[config.mk]
export PLATFORM = sky130hd
export DESIGN_NAME = depacketizer_flat
export DESIGN_NICKNAME = d
export VERILOG_FILES = /design/src/rtl/uart_fifo_pkg.sv /design/src/rtl/depacketizer_if.sv /design/src/rtl/depacketizer.sv /design/src/flat_wrapper.sv
export SDC_FILE = /design/constraint.sdc
export NUM_CORES = 1
export LEC_CHECK = 0
export ABC_AREA = 0
export CORE_MARGIN = 10
export CORE_UTILIZATION = 45
export CTS_BUF_LIST = sky130_fd_sc_hd__clkbuf_4 sky130_fd_sc_hd__clkbuf_8
export DETAILED_ROUTE_END_ITERATION = 6
export PLACE_DENSITY = 0.81
export SKIP_CTS_REPAIR_TIMING = 1
export SYNTH_ARGS = -nofsm -noshare
export SYNTH_HDL_FRONTEND = slang
export SYNTH_SLANG_ARGS = --single-unit
[constraint.sdc]
create_clock -name i_clk -period 1.8 [get_ports i_clk]
set_input_delay 0.45 -clock i_clk [delete_from_list [all_inputs] [get_ports i_clk]]
set_output_delay 0.45 -clock i_clk [all_outputs]
set_load 0.05 [all_outputs]
[src/rtl/uart_fifo_pkg.sv]
// Shared UART/FIFO datapath constants and helpers, used by both the packetizer
// and the depacketizer.
package uart_fifo_pkg;

  localparam int BYTE_WIDTH = 8;

  // Width of a byte index for a word of n_bytes bytes. A one-byte word still gets a 1-bit counter.
  function automatic int byte_cnt_width(input int n_bytes);
    int w;
    w = $clog2(n_bytes);
    return (w < 1) ? 1 : w;
  endfunction

endpackage

[src/rtl/depacketizer_if.sv]
// Word-in / byte-out handshake bundle for the depacketizer.
interface depacketizer_if
  import uart_fifo_pkg::*;
#(
  parameter int DATA_WIDTH = 16
);
  // Both sides use valid/ready: a transfer happens on a rising edge where valid and ready are
  // both high. A valid source holds its payload steady until that transfer happens.
  logic                  i_valid;
  logic [DATA_WIDTH-1:0] i_data;
  logic                  o_ready;
  logic                  o_valid;
  logic [BYTE_WIDTH-1:0] o_data;
  logic                  i_ready;
  logic                  o_busy;

  modport slave (
    input  i_valid, i_data, i_ready,
    output o_ready, o_valid, o_data, o_busy
  );

  modport master (
    output i_valid, i_data, i_ready,
    input  o_ready, o_valid, o_data, o_busy
  );
endinterface

[src/rtl/depacketizer.sv]
// Serializes one DATA_WIDTH-bit word into bytes, most-significant byte first.
// The next word can be accepted on the same edge that hands off the last byte.
module depacketizer
  import uart_fifo_pkg::*;
#(
  parameter int DATA_WIDTH = 16
) (
  input  logic          i_clk,
  input  logic          i_rst,
  depacketizer_if.slave bus
);

  localparam int BYTES_COUNT = DATA_WIDTH / BYTE_WIDTH;
  localparam int CW          = byte_cnt_width(BYTES_COUNT);
  localparam logic [CW-1:0] LAST_IDX = CW'(BYTES_COUNT - 1);

  typedef enum logic {
    IDLE = 1'b0,
    SEND = 1'b1
  } state_e;

  state_e                state_q;
  logic [DATA_WIDTH-1:0] shift_q;
  logic [CW-1:0]         cnt_q;
  logic                  last_byte;

  assign last_byte = (state_q == SEND) && (cnt_q == LAST_IDX);

  // Only combinational path: lets a new word in on the same edge the last byte leaves.
  always_comb begin
    bus.o_ready = 1'b0;
    if (!i_rst) begin
      bus.o_ready = (state_q == IDLE) || (last_byte && bus.i_ready);
    end
  end

  always_ff @(posedge i_clk) begin
    if (i_rst) begin
      state_q <= IDLE;
      shift_q <= '0;
      cnt_q   <= '0;
    end else begin
      case (state_q)
        IDLE: begin
          if (bus.i_valid) begin
            shift_q <= bus.i_data;
            cnt_q   <= '0;
            state_q <= SEND;
          end
        end
        SEND: begin
          if (bus.i_ready) begin
            if (cnt_q == LAST_IDX) begin
              if (bus.i_valid) begin
                shift_q <= bus.i_data;
                cnt_q   <= '0;
              end else begin
                shift_q <= shift_q << BYTE_WIDTH;
                cnt_q   <= '0;
                state_q <= IDLE;
              end
            end else begin
              shift_q <= shift_q << BYTE_WIDTH;
              cnt_q   <= cnt_q + CW'(1);
            end
          end
        end
        default: state_q <= IDLE;
      endcase
    end
  end

  assign bus.o_valid = (state_q == SEND);
  assign bus.o_busy  = (state_q == SEND);
  assign bus.o_data  = shift_q[DATA_WIDTH-1 -: BYTE_WIDTH];

endmodule
[src/flat_wrapper.sv]
// flat-port wrapper written by rule: the top's interface ports become plain ports
module depacketizer_flat import uart_fifo_pkg::*;
#(
  parameter int DATA_WIDTH = 16
)
  (i_clk, i_rst, bus_i_valid, bus_i_data, bus_i_ready, bus_o_ready, bus_o_valid, bus_o_data, bus_o_busy);
  depacketizer_if #(.DATA_WIDTH(DATA_WIDTH)) bus_i ();
  input  logic i_clk;
  input  logic i_rst;
  input wire logic [$bits(bus_i.i_valid)-1:0] bus_i_valid;
  input wire logic [$bits(bus_i.i_data)-1:0] bus_i_data;
  input wire logic [$bits(bus_i.i_ready)-1:0] bus_i_ready;
  output wire logic [$bits(bus_i.o_ready)-1:0] bus_o_ready;
  output wire logic [$bits(bus_i.o_valid)-1:0] bus_o_valid;
  output wire logic [$bits(bus_i.o_data)-1:0] bus_o_data;
  output wire logic [$bits(bus_i.o_busy)-1:0] bus_o_busy;
  assign bus_i.i_valid = bus_i_valid;
  assign bus_i.i_data = bus_i_data;
  assign bus_i.i_ready = bus_i_ready;
  assign bus_o_ready = bus_i.o_ready;
  assign bus_o_valid = bus_i.o_valid;
  assign bus_o_data = bus_i.o_data;
  assign bus_o_busy = bus_i.o_busy;
  depacketizer #(.DATA_WIDTH(DATA_WIDTH)) u_core (.i_clk(i_clk), .i_rst(i_rst), .bus(bus_i));
endmodule
After elaboration in Yosys (flattened, before gate mapping)
Cells that the tools add are included.

storage, ports and cells
  bits in registers = 18
  bits in latches = 0
  bits in writable memories = 0
  bits in read-only memories = 0
  output and inout bits = 11
  memories = 0

operators by class
  add/subtract/negate cells = 1
  multipliers = 0
  div/mod/pow operators = 0
  magnitude comparators = 0
  eq/ne operators = 2
  shifts and indexed selects = 0
  muxes and demuxes = 14
  bitwise logic cells = 1
  reduce and logical (&&, ||, !) cells = 4

operator list
  cell                 number
  $mux 16              4
  $pmux 16 s2          1
  $mux 1               7
  $ne 2x2->1 const B   2
  $pmux 1 s2           2
  $logic_and 1x1->1    2
  $reduce_and 2->1     1
  $add 1x1->1 const B  1
  $logic_or 1x1->1     1
  $not 1->1            1

Logic depth before layout (Yosys ltp)
Gate-level depths: netlist (run 1).

  word-level depth = 4
  depth in mapped cells = 4
  depth with buffers taken out = 3

Worst setup path before layout (run 1)
No wires, ideal clock.

  kind = register to output
  from = reg u_core.state_q (netlist: u_core.bus.o_busy)
  to = out bus_o_ready
  data arrival time = 1.717 ns
  slack = -0.367 ns
  cell stages (with the launch flop) = 4
  buffers on the path = 1
  cell sequence = dfxtp_1 -> a21bo_2 -> buf_2 -> nor2b_1

between the ends
  word-level cells in the longest chain between the ends = 4
  elaborated cells between the ends (all ways) = 5
  those cells by class = 1 x mux; 1 x bitwise; 3 x reduce/logical

ends and longest elaborated chain
  what                    RTL line            RTL
  start, declared         depacketizer.sv:22  state_e state_q;
  start signal, assigned  depacketizer.sv:39  state_q <= IDLE;
  start signal, assigned  depacketizer.sv:48  state_q <= SEND;
  start signal, assigned  depacketizer.sv:60  state_q <= IDLE;
  $logic_and 1x1->1       depacketizer.sv:27  assign last_byte = (state_q == SEND) && (cnt_q == LAST_IDX);
  $logic_and 1x1->1       depacketizer.sv:33  bus.o_ready = (state_q == IDLE) || (last_byte && bus.i_ready);
  $logic_or 1x1->1 *      depacketizer.sv:33
  $mux 1 *                depacketizer.sv:32  if (!i_rst) begin
  end, declared           flat_wrapper.sv:13  output wire logic [$bits(bus_i.o_ready)-1:0] bus_o_ready;

Every way passes the cells marked *; elsewhere a longest branch is shown, timed or not.

Worst setup path after layout (run 1)
Ends and elaborated chain as after synthesis.

==> results_dict.tcl, run 1 <==
set metrics [dict create \
    hold_end "u_core.shift_q[0]" \
    synth_area_leaders "dfxtp_1 (41%), a211oi_2 (12%), a32oi_1 (8.1%)" \
    first_iter_violations 14 \
    drt.antenna.violating_nets 0 \
    grt_pass1_vias 741 \
    overflow 0 \
    antenna_found_initial 0 \
    power.density_nw_per_um2 842.1 \
    seqCellArea_sq_um 361.6 \
    wire_per_inst_um 14.15 \
    dp_slack_ns -0.02448 \
    r2r_end "u_core.shift_q[10]" \
    diodes 0 \
    vias_per_cell 5.106 \
    ctsHtreeMaxLevel 1 \
    hp-start "u_core.shift_q[0]" \
    finalPower_uw 991.5 \
    start_util_pct 48.77 \
    reg2reg_depth 4 \
    grt_pass1_wl_mm 3.463 \
    startpoint_type "register" \
    area_delta_synth_final_pct 35.40 \
    r2r_slack_ns 0.59 \
    die_x_um 63.96 \
    ys_seq_elements 18 \
    ir_worst_vdd_mv 0.5251 \
    worstSkewPairLatency_ns 0.30 \
    hpwlAfterDp_mm 1.567 \
    num_vias 725 \
    slew_violations 0 \
    synth_cell_types 18 \
    post-route-min-period_ns 1.691 \
    port_buffers 30 \
    num_io_pins 31 \
    fin_cells 142 \
    cts_made_buffers 3 \
    worst_slew_pin_slew_ns 0.2794 \
    rsz0062_at_grt "false" \
    multi_input_area_sq_um 411.6 \
    track_usage_pct 10.17 \
    fin_ws_ns 0.1092 \
    crit_fanout 8 \
    syn-num-nets 112 \
    fill_cells 147 \
    yosys_warnings 0 \
    fp-row-count 15 \
    firstDrtPassIters 4 \
    hold_path_class "register to register" \
    skew_ns 0.009273 \
    finalSetupViolCount 0 \
    path_class "register to primary output" \
    holdPathStages 2 \
    drc_errors 0 \
    die_h_um 63.96 \
    syn-instance-count 92 \
    p_leak_nw 0.4816 \
    cp_data_arrival_time_ns 1.24 \
    gp_congestion 0.7595 \
    post-route-period-util_pct 93.93 \
    hold_ws_ns 0.4956 \
    routed_wl_mm 2.010 \
    ys_seq_area_share_pct 41.44 \
    relSlewSlack_pct 81.31 \
    cts_buffer_depth 2 \
    fmax_mhz 591.4 \
    synth_area_sq_um 869.6 \
    grt_max_degree 19 \
    cts_root_buffer "clkbuf_4" \
    nets 138 \
    syn_avg_cell_area_sq_um 9.452 \
    cts_tree "built" \
    final_hold_viol_count 0 \
    coreArea_sq_um 1783 \
    drive_above_1_share_pct 31.62 \
    die_area_sq_um 4091 \
    cp.required_ns 1.35 \
    clkTransAtPathRegs_ns 0.10 \
    drv_cap 0 \
    synth_top_cell_area_share_pct 41.44 \
    status "finished clean" \
    r2r-start "u_core.bus.o_busy" \
    dp.cells 138 \
    yosysTopAreaCell "dfxtp_1" \
    cts.sinks 18 \
    end_kind "primary output" \
]
power breakdown:
group	total [mW]	internal, mW	leakage [nW]	switching [mW]
logic	0.293	0.126	0.312	0.167
registers	0.446	0.427	0.149	0.0184
clock network	0.252	0.123	0.0210	0.129
state kept, by name, summed over array words and instances (netlist names):
name and cells:
u_core.shift_q 16, u_core.bus.o_busy 1, u_core.cnt_q 1
placed cells by master (no fill, tap or decap), drive strengths merged:
master	netlist	layout
nor2	16	16
dlymetal6s2s	0	1
clkbuf	2	4
a21oi	10	10
nand2	9	9
buf	13	17
mux2	1	1
a21boi	1	1
inv	1	1
a32oi	8	8
dfxtp	18	18
a21bo	2	2
mux2i	1	1
nor2b	1	1
clkdlybuf4s50	0	18
a211oi	8	8
nand3b	1	1
worst max-delay path by stage:
stage | startpoint | slack (ns) | cells past startpoint | to
2_1_floorplan | u_core.bus.o_busy | 0.19 | 3 | bus_o_ready
3_3_place_gp | bus_i_ready | -0.02 | 4 | bus_o_ready
6_report | u_core.bus.o_busy | 0.11 | 3 | bus_o_ready
4_1_cts | bus_i_ready | -0.03 | 4 | bus_o_ready
3_5_place_dp | bus_i_ready | -0.02 | 4 | bus_o_ready
5_1_grt | u_core.bus.o_busy | 0.05 | 3 | bus_o_ready
Yosys cell counts, drive strengths merged:
library cell  number
a32oi              8
a211oi             8
a21oi             10
mux2i              1
inv                1
mux2               1
nor2b              1
nand3b             1
clkbuf             2
a21boi             1
buf               13
nor2              16
a21bo              2
nand2              9
dfxtp             18
critical path, cell delays in order (launching register included):
cell and delay (ns):
dfxtp_2 0.43, a21bo_2 0.25, nor2b_4 0.13, buf_12 0.14
stage by stage:
step | setup TNS [ns] | utilization [%] | area, sq um
finish | 0 | 66.04 | 1177
global route | 0 | 66.04 | 1177
CTS | -0.03019 | 65.89 | 1175
detailed placement | -0.02448 | 63.86 | 1139
global placement | -0.02464 | 63.86 | 1139
floorplan | 0 | - | 878.3
cell families (layout without fill, tap and decap cells):
group	after synthesis	in the layout	share of synthesized area [%]
flops	18	18	41.44
mux	2	2	3.885
simple gates	27	27	12.37
compound gates	29	29	30.22
buf+inv	16	41	12.09
per-layer routing:
layer	part of all wire [%]	global-route usage [%]
met1	47	12.30
met2	44	16.42
met3	7.8	4.530
met4	0.85	1.639
met5	0	0
final cells by class:
cell class	count	share of cell area, %
multi-input combinational	58	34.96
clock buffer	4	3.082
tap	25	2.657
sequential	18	30.71
timing repair buffer	36	28.27
inverter	1	0.3188
Note: power is estimated with default switching activity, not from simulation.
==> run 2: changes to the inputs <==
Settings changed: TNS_END_PERCENT set to 50.
Clock period 1.8 ns to 1.6 ns, I/O delays scaled along.
==> run 2 against run 1 <==
Effect of this change:
- global-route usage is 0.81 points higher
- clock power increased by 7.9%
- first-iteration DRC count did not move
- critical endpoint unchanged
- critical path depth unchanged
- non-clock buffer count increased by 3
- clock skew is 0.0026 ns lower
- largest power group unchanged
- via count rose by 6.5%
- utilization grew 8.5 points
==> results_dict.tcl, run 2 (synthesis gave the netlist of run 1 again) <==
set metrics [dict create \
    status "finished clean" \
    hpwlAfterDp_mm 1.714 \
    final_hold_viol_count 0 \
    cts_made_buffers 3 \
    fp-row-count 15 \
    startpoint_type "input pin" \
    area_delta_synth_final_pct 52.81 \
    end_kind "primary output" \
    cts_buffer_depth 2 \
    cts.sinks 18 \
    ir_worst_vdd_mv 0.7271 \
    port_buffers 30 \
    skew_ns 0.006638 \
    holdPathStages 2 \
    drive_above_1_share_pct 34.17 \
    grt_pass1_wl_mm 3.670 \
    drv_cap 0 \
    vias_per_cell 5.324 \
    drc_errors 0 \
    first_iter_violations 14 \
    die_h_um 63.96 \
    path_class "input pin to primary output" \
    finalPower_mw 1.181 \
    coreArea_sq_um 1783 \
    hold_end "u_core.cnt_q" \
    slew_violations 0 \
    hold_path_class "register to register" \
    firstDrtPassIters 4 \
    nets 141 \
    cts_root_buffer "clkbuf_4" \
    final_common_cell "clkdlybuf4s50_1" \
    final_cell_mix "clkdlybuf4s50_1 (18), nor2_1 (16), dfxtp_1 (16), buf_12 (11)" \
    post-route-min-period_ns 1.585 \
    num_io_pins 31 \
    overflow 0 \
    start_util_pct 48.77 \
    cts_tree "built" \
    diodes 0 \
    grt_pass1_vias 771 \
    track_usage_pct 10.98 \
    gp_congestion 0.7430 \
    wire_per_inst_um 15.54 \
    reg2reg_depth 5 \
    cp_data_arrival_time_ns 1.18 \
    worstSkewPairLatency_ns 0.29 \
    die_area_sq_um 4091 \
    antenna_found_initial 0 \
    fill_cells 125 \
    r2r-start "u_core.bus.o_busy" \
    worst_slew_pin_slew_ns 0.2890 \
    clkTransAtPathRegs_ns 0.09 \
    fmax_mhz 631.0 \
    die_x_um 63.96 \
    hp-start "u_core.cnt_q" \
    post-route-period-util_pct 99.05 \
    largest_register_ffs 16 \
    relSlewSlack_pct 80.67 \
    num_vias 772 \
    cp.required_ns 1.20 \
    crit_fanout 2 \
    routed_wl_mm 2.254 \
    rsz0062_at_grt "false" \
    p_leak_nw 0.5330 \
    grt_max_degree 19 \
    r2r_end "u_core.shift_q[9]" \
    ctsHtreeMaxLevel 1 \
    finalSetupViolCount 0 \
    r2r_slack_ns 0.36 \
    drt.antenna.violating_nets 0 \
    dp_slack_ns -0.1270 \
    max_flop_register "u_core.shift_q" \
    power.density_nw_per_um2 888.8 \
    fin_ws_ns 0.01520 \
]
## run 2: changes by cell type in the layout (fill, tap and decap cells not counted)
| cell | before | now |
|---|---|---|
| buf_12 | 1 | 11 |
| dfxtp_4 | 0 | 1 |
| buf_4 | 16 | 9 |
| dfxtp_1 | 17 | 16 |
## run 2: power breakdown
part / switching (mW) / internal [mW]
sequential: 0.0296 / 0.481
clock: 0.134 / 0.139
combinational: 0.197 / 0.202
## run 2: critical path, stage by stage
cell	delay (ns)
clkdlybuf4s50_1	0.48
nor2b_4	0.16
buf_12	0.14
## run 2: cell type report
class | instances | area, sq um | share of cell area (%)
Multi-Input combinational cell | 58 | 411.6 | 30.98
Sequential cell | 18 | 365.4 | 27.50
Inverter | 1 | 3.754 | 0.2825
Tap cell | 25 | 31.28 | 2.354
Timing Repair Buffer | 39 | 480.5 | 36.16
Clock buffer | 4 | 36.28 | 2.731
## run 2: how the worst max path moves through the flow
stage / from / end
after floorplan: u_core.bus.o_busy / bus_o_ready
after global placement: bus_i_ready / bus_o_ready
after detailed placement: bus_i_valid / u_core.shift_q[9]
after CTS: bus_i_ready / bus_o_ready
after global routing: i_rst / bus_o_ready
final: i_rst / bus_o_ready
## run 2: routing by layer
metal	share of wire [%]	GRT usage, %
met5	0	0
met4	1.3	3.279
met3	8.3	4.704
met2	49	18.66
met1	42	12.10
## run 2: stage by stage
stage	instances	utilization, %	hold slack [ns]	area, sq um	TNS [ns]
2_1_floorplan	92	-	0.4541	878.3	0
3_3_place_gp	139	71.30	0.4663	1271	-0.9204
3_5_place_dp	139	71.30	0.4870	1271	-1.438
4_1_cts	143	73.33	0.5119	1308	-0.1302
5_1_grt	145	74.53	0.5387	1329	0
6_report	145	74.53	0.5050	1329	0
==> run 3: changes to the inputs <==
Settings changed: CORE_MARGIN 10 to 5.
==> run 3 against run 2 <==
Effect of this change:
- largest power group unchanged
- register-to-register slack worse by 0.09 ns
- critical path depth stayed put
- via count is 0.78% lower
- clock skew is 0.0056 ns lower
- critical path type is now register to primary output
- largest cell class unchanged
- clock power is 2% higher
- hold slack worse by 0.0056 ns
- combinational power is 2% higher
==> results_dict.tcl, run 3 (synthesis gave the netlist of run 1 again) <==
set metrics [dict create \
    status "finished clean" \
    num_io_pins 31 \
    cts_root_buffer "clkbuf_4" \
    cts_tree "built" \
    track_usage_pct 16.05 \
    switching_power_uw 366.1 \
    hold_path_class "register to register" \
    final_cell_mix "clkdlybuf4s50_1 (17), nor2_1 (16), dfxtp_1 (16), buf_12 (12)" \
    firstDrtPassIters 4 \
    drt.antenna.violating_nets 0 \
    cts_made_buffers 3 \
    max_flop_register "u_core.shift_q" \
    power.share.clock_pct 23.3 \
    setup_tns_ns 0 \
    fill_cells 151 \
    die_area_sq_um 2912 \
    port_buffers 30 \
    final_hold_viol_count 0 \
    grtUsageMet1_pct 20.90 \
    vias_per_cell 5.211 \
    drc_errors 0 \
    antenna_found_initial 0 \
    coreArea_sq_um 1902 \
    relSlewSlack_pct 76.62 \
    clkTransAtPathRegs_ns 0.10 \
    fin_cells 147 \
    met3_usage_pct 3.601 \
    fmax_mhz 637.6 \
    end_kind "primary output" \
    area_delta_synth_final_pct 55.54 \
    worstSkewPairLatency_ns 0.29 \
    routed_wl_mm 2.103 \
    power_frac_comb_pct 34.0 \
    skew_ns 0.001070 \
    grt_pass1_vias 728 \
    grt_pass1_wl_mm 3.291 \
    worst_slew_pin_slew_ns 0.3496 \
    wire_per_inst_um 14.31 \
    die_x_um 53.96 \
    r2r-start "u_core.bus.o_busy" \
    seqCellArea_sq_um 365.4 \
    diodes 0 \
    rsz0062_at_grt "true" \
    first_iter_violations 22 \
    cp.required_ns 1.20 \
    power.density_nw_per_um2 882.2 \
    startpoint_type "register" \
    power_frac_seq_pct 42.7 \
    use_met2_pct 26.01 \
    r2r_slack_ns 0.27 \
    ctsHtreeMaxLevel 1 \
    ir_worst_vdd_mv 0.7139 \
    gp_congestion 0.7440 \
    overflow 0 \
    hpwlAfterDp_mm 1.593 \
    fp-row-count 16 \
    die_h_um 53.96 \
    multi_input_area_sq_um 417.9 \
    slew_violations 0 \
    cts.sinks 18 \
    finalSetupViolCount 0 \
    start_util_pct 45.72 \
    p_leak_nw 0.5480 \
    netSwitchingFraction_pct 30.68 \
    path_class "register to primary output" \
    final_common_cell "clkdlybuf4s50_1" \
    num_vias 766 \
    finalPower_mw 1.193 \
    drive_above_1_share_pct 34.17 \
    post-route-period-util_pct 98.02 \
    hold_ws_ns 0.4995 \
    grt_max_degree 19 \
    crit_fanout 3 \
    dp.cells 141 \
    reg2reg_depth 5 \
    hold_end "u_core.shift_q[7]" \
    nets 141 \
    hp-start "u_core.shift_q[7]" \
    cp_data_arrival_time_ns 1.17 \
    post-route-min-period_ns 1.568 \
    holdPathStages 2 \
    largest_register_ffs 16 \
    busiest_layer "met2" \
    cts_buffer_depth 2 \
    r2r_end "u_core.shift_q[12]" \
    drv_cap 0 \
    internal_power_uw 827.2 \
]
## run 3: power by group through the flow
stage	Combinational, mW	Clock (mW)	Sequential (mW)
floorplan	0.233	0	0.514
global placement	0.387	0	0.524
detailed placement	0.398	0	0.525
CTS	0.399	0.286	0.514
global route	0.430	0.321	0.515
finish	0.406	0.278	0.510
## run 3: through the flow
stage	util (%)	setup WS, ns	cell area [sq um]
floorplan	-	0.04491	878.3
finish	71.12	0.03166	1353
global route	71.12	-0.01875	1353
global placement	67.63	-0.1248	1286
CTS	69.54	-0.1636	1323
detailed placement	67.63	-0.2015	1286
## run 3: worst max path at each step
stage                         endpoint  depth (start not counted)         startpoint  slack [ns]
floorplan                  bus_o_ready                          3  u_core.bus.o_busy        0.04
global placement    u_core.shift_q[15]                          4        bus_i_valid       -0.12
detailed placement   u_core.shift_q[9]                          4        bus_i_valid       -0.20
CTS                        bus_o_ready                          4        bus_i_ready       -0.16
global route               bus_o_ready                          3  u_core.bus.o_busy       -0.02
finish                     bus_o_ready                          3  u_core.bus.o_busy        0.03
## run 3: metal layers
| layer | wire length (um) | vias to the layer above |
|---|---|---|
| met5 | 0 | - |
| met1 | 864 | 368 |
| met2 | 1111 | 24 |
| li1 | - | 372 |
| met3 | 113 | 2 |
| met4 | 13 | 0 |
## run 3: cell type report
class | instances | area share (%)
sequential | 18 | 27.01
timing repair buffer | 39 | 36.63
clock buffer | 4 | 2.683
inverter | 1 | 0.2775
multi-input combinational | 58 | 30.90
tap | 27 | 2.498
## run 3: critical path, stage by stage (launching register included)
cell and delay (ns):
dfxtp_4 0.38, a21bo_4 0.22, nor2b_4 0.13, buf_12 0.15
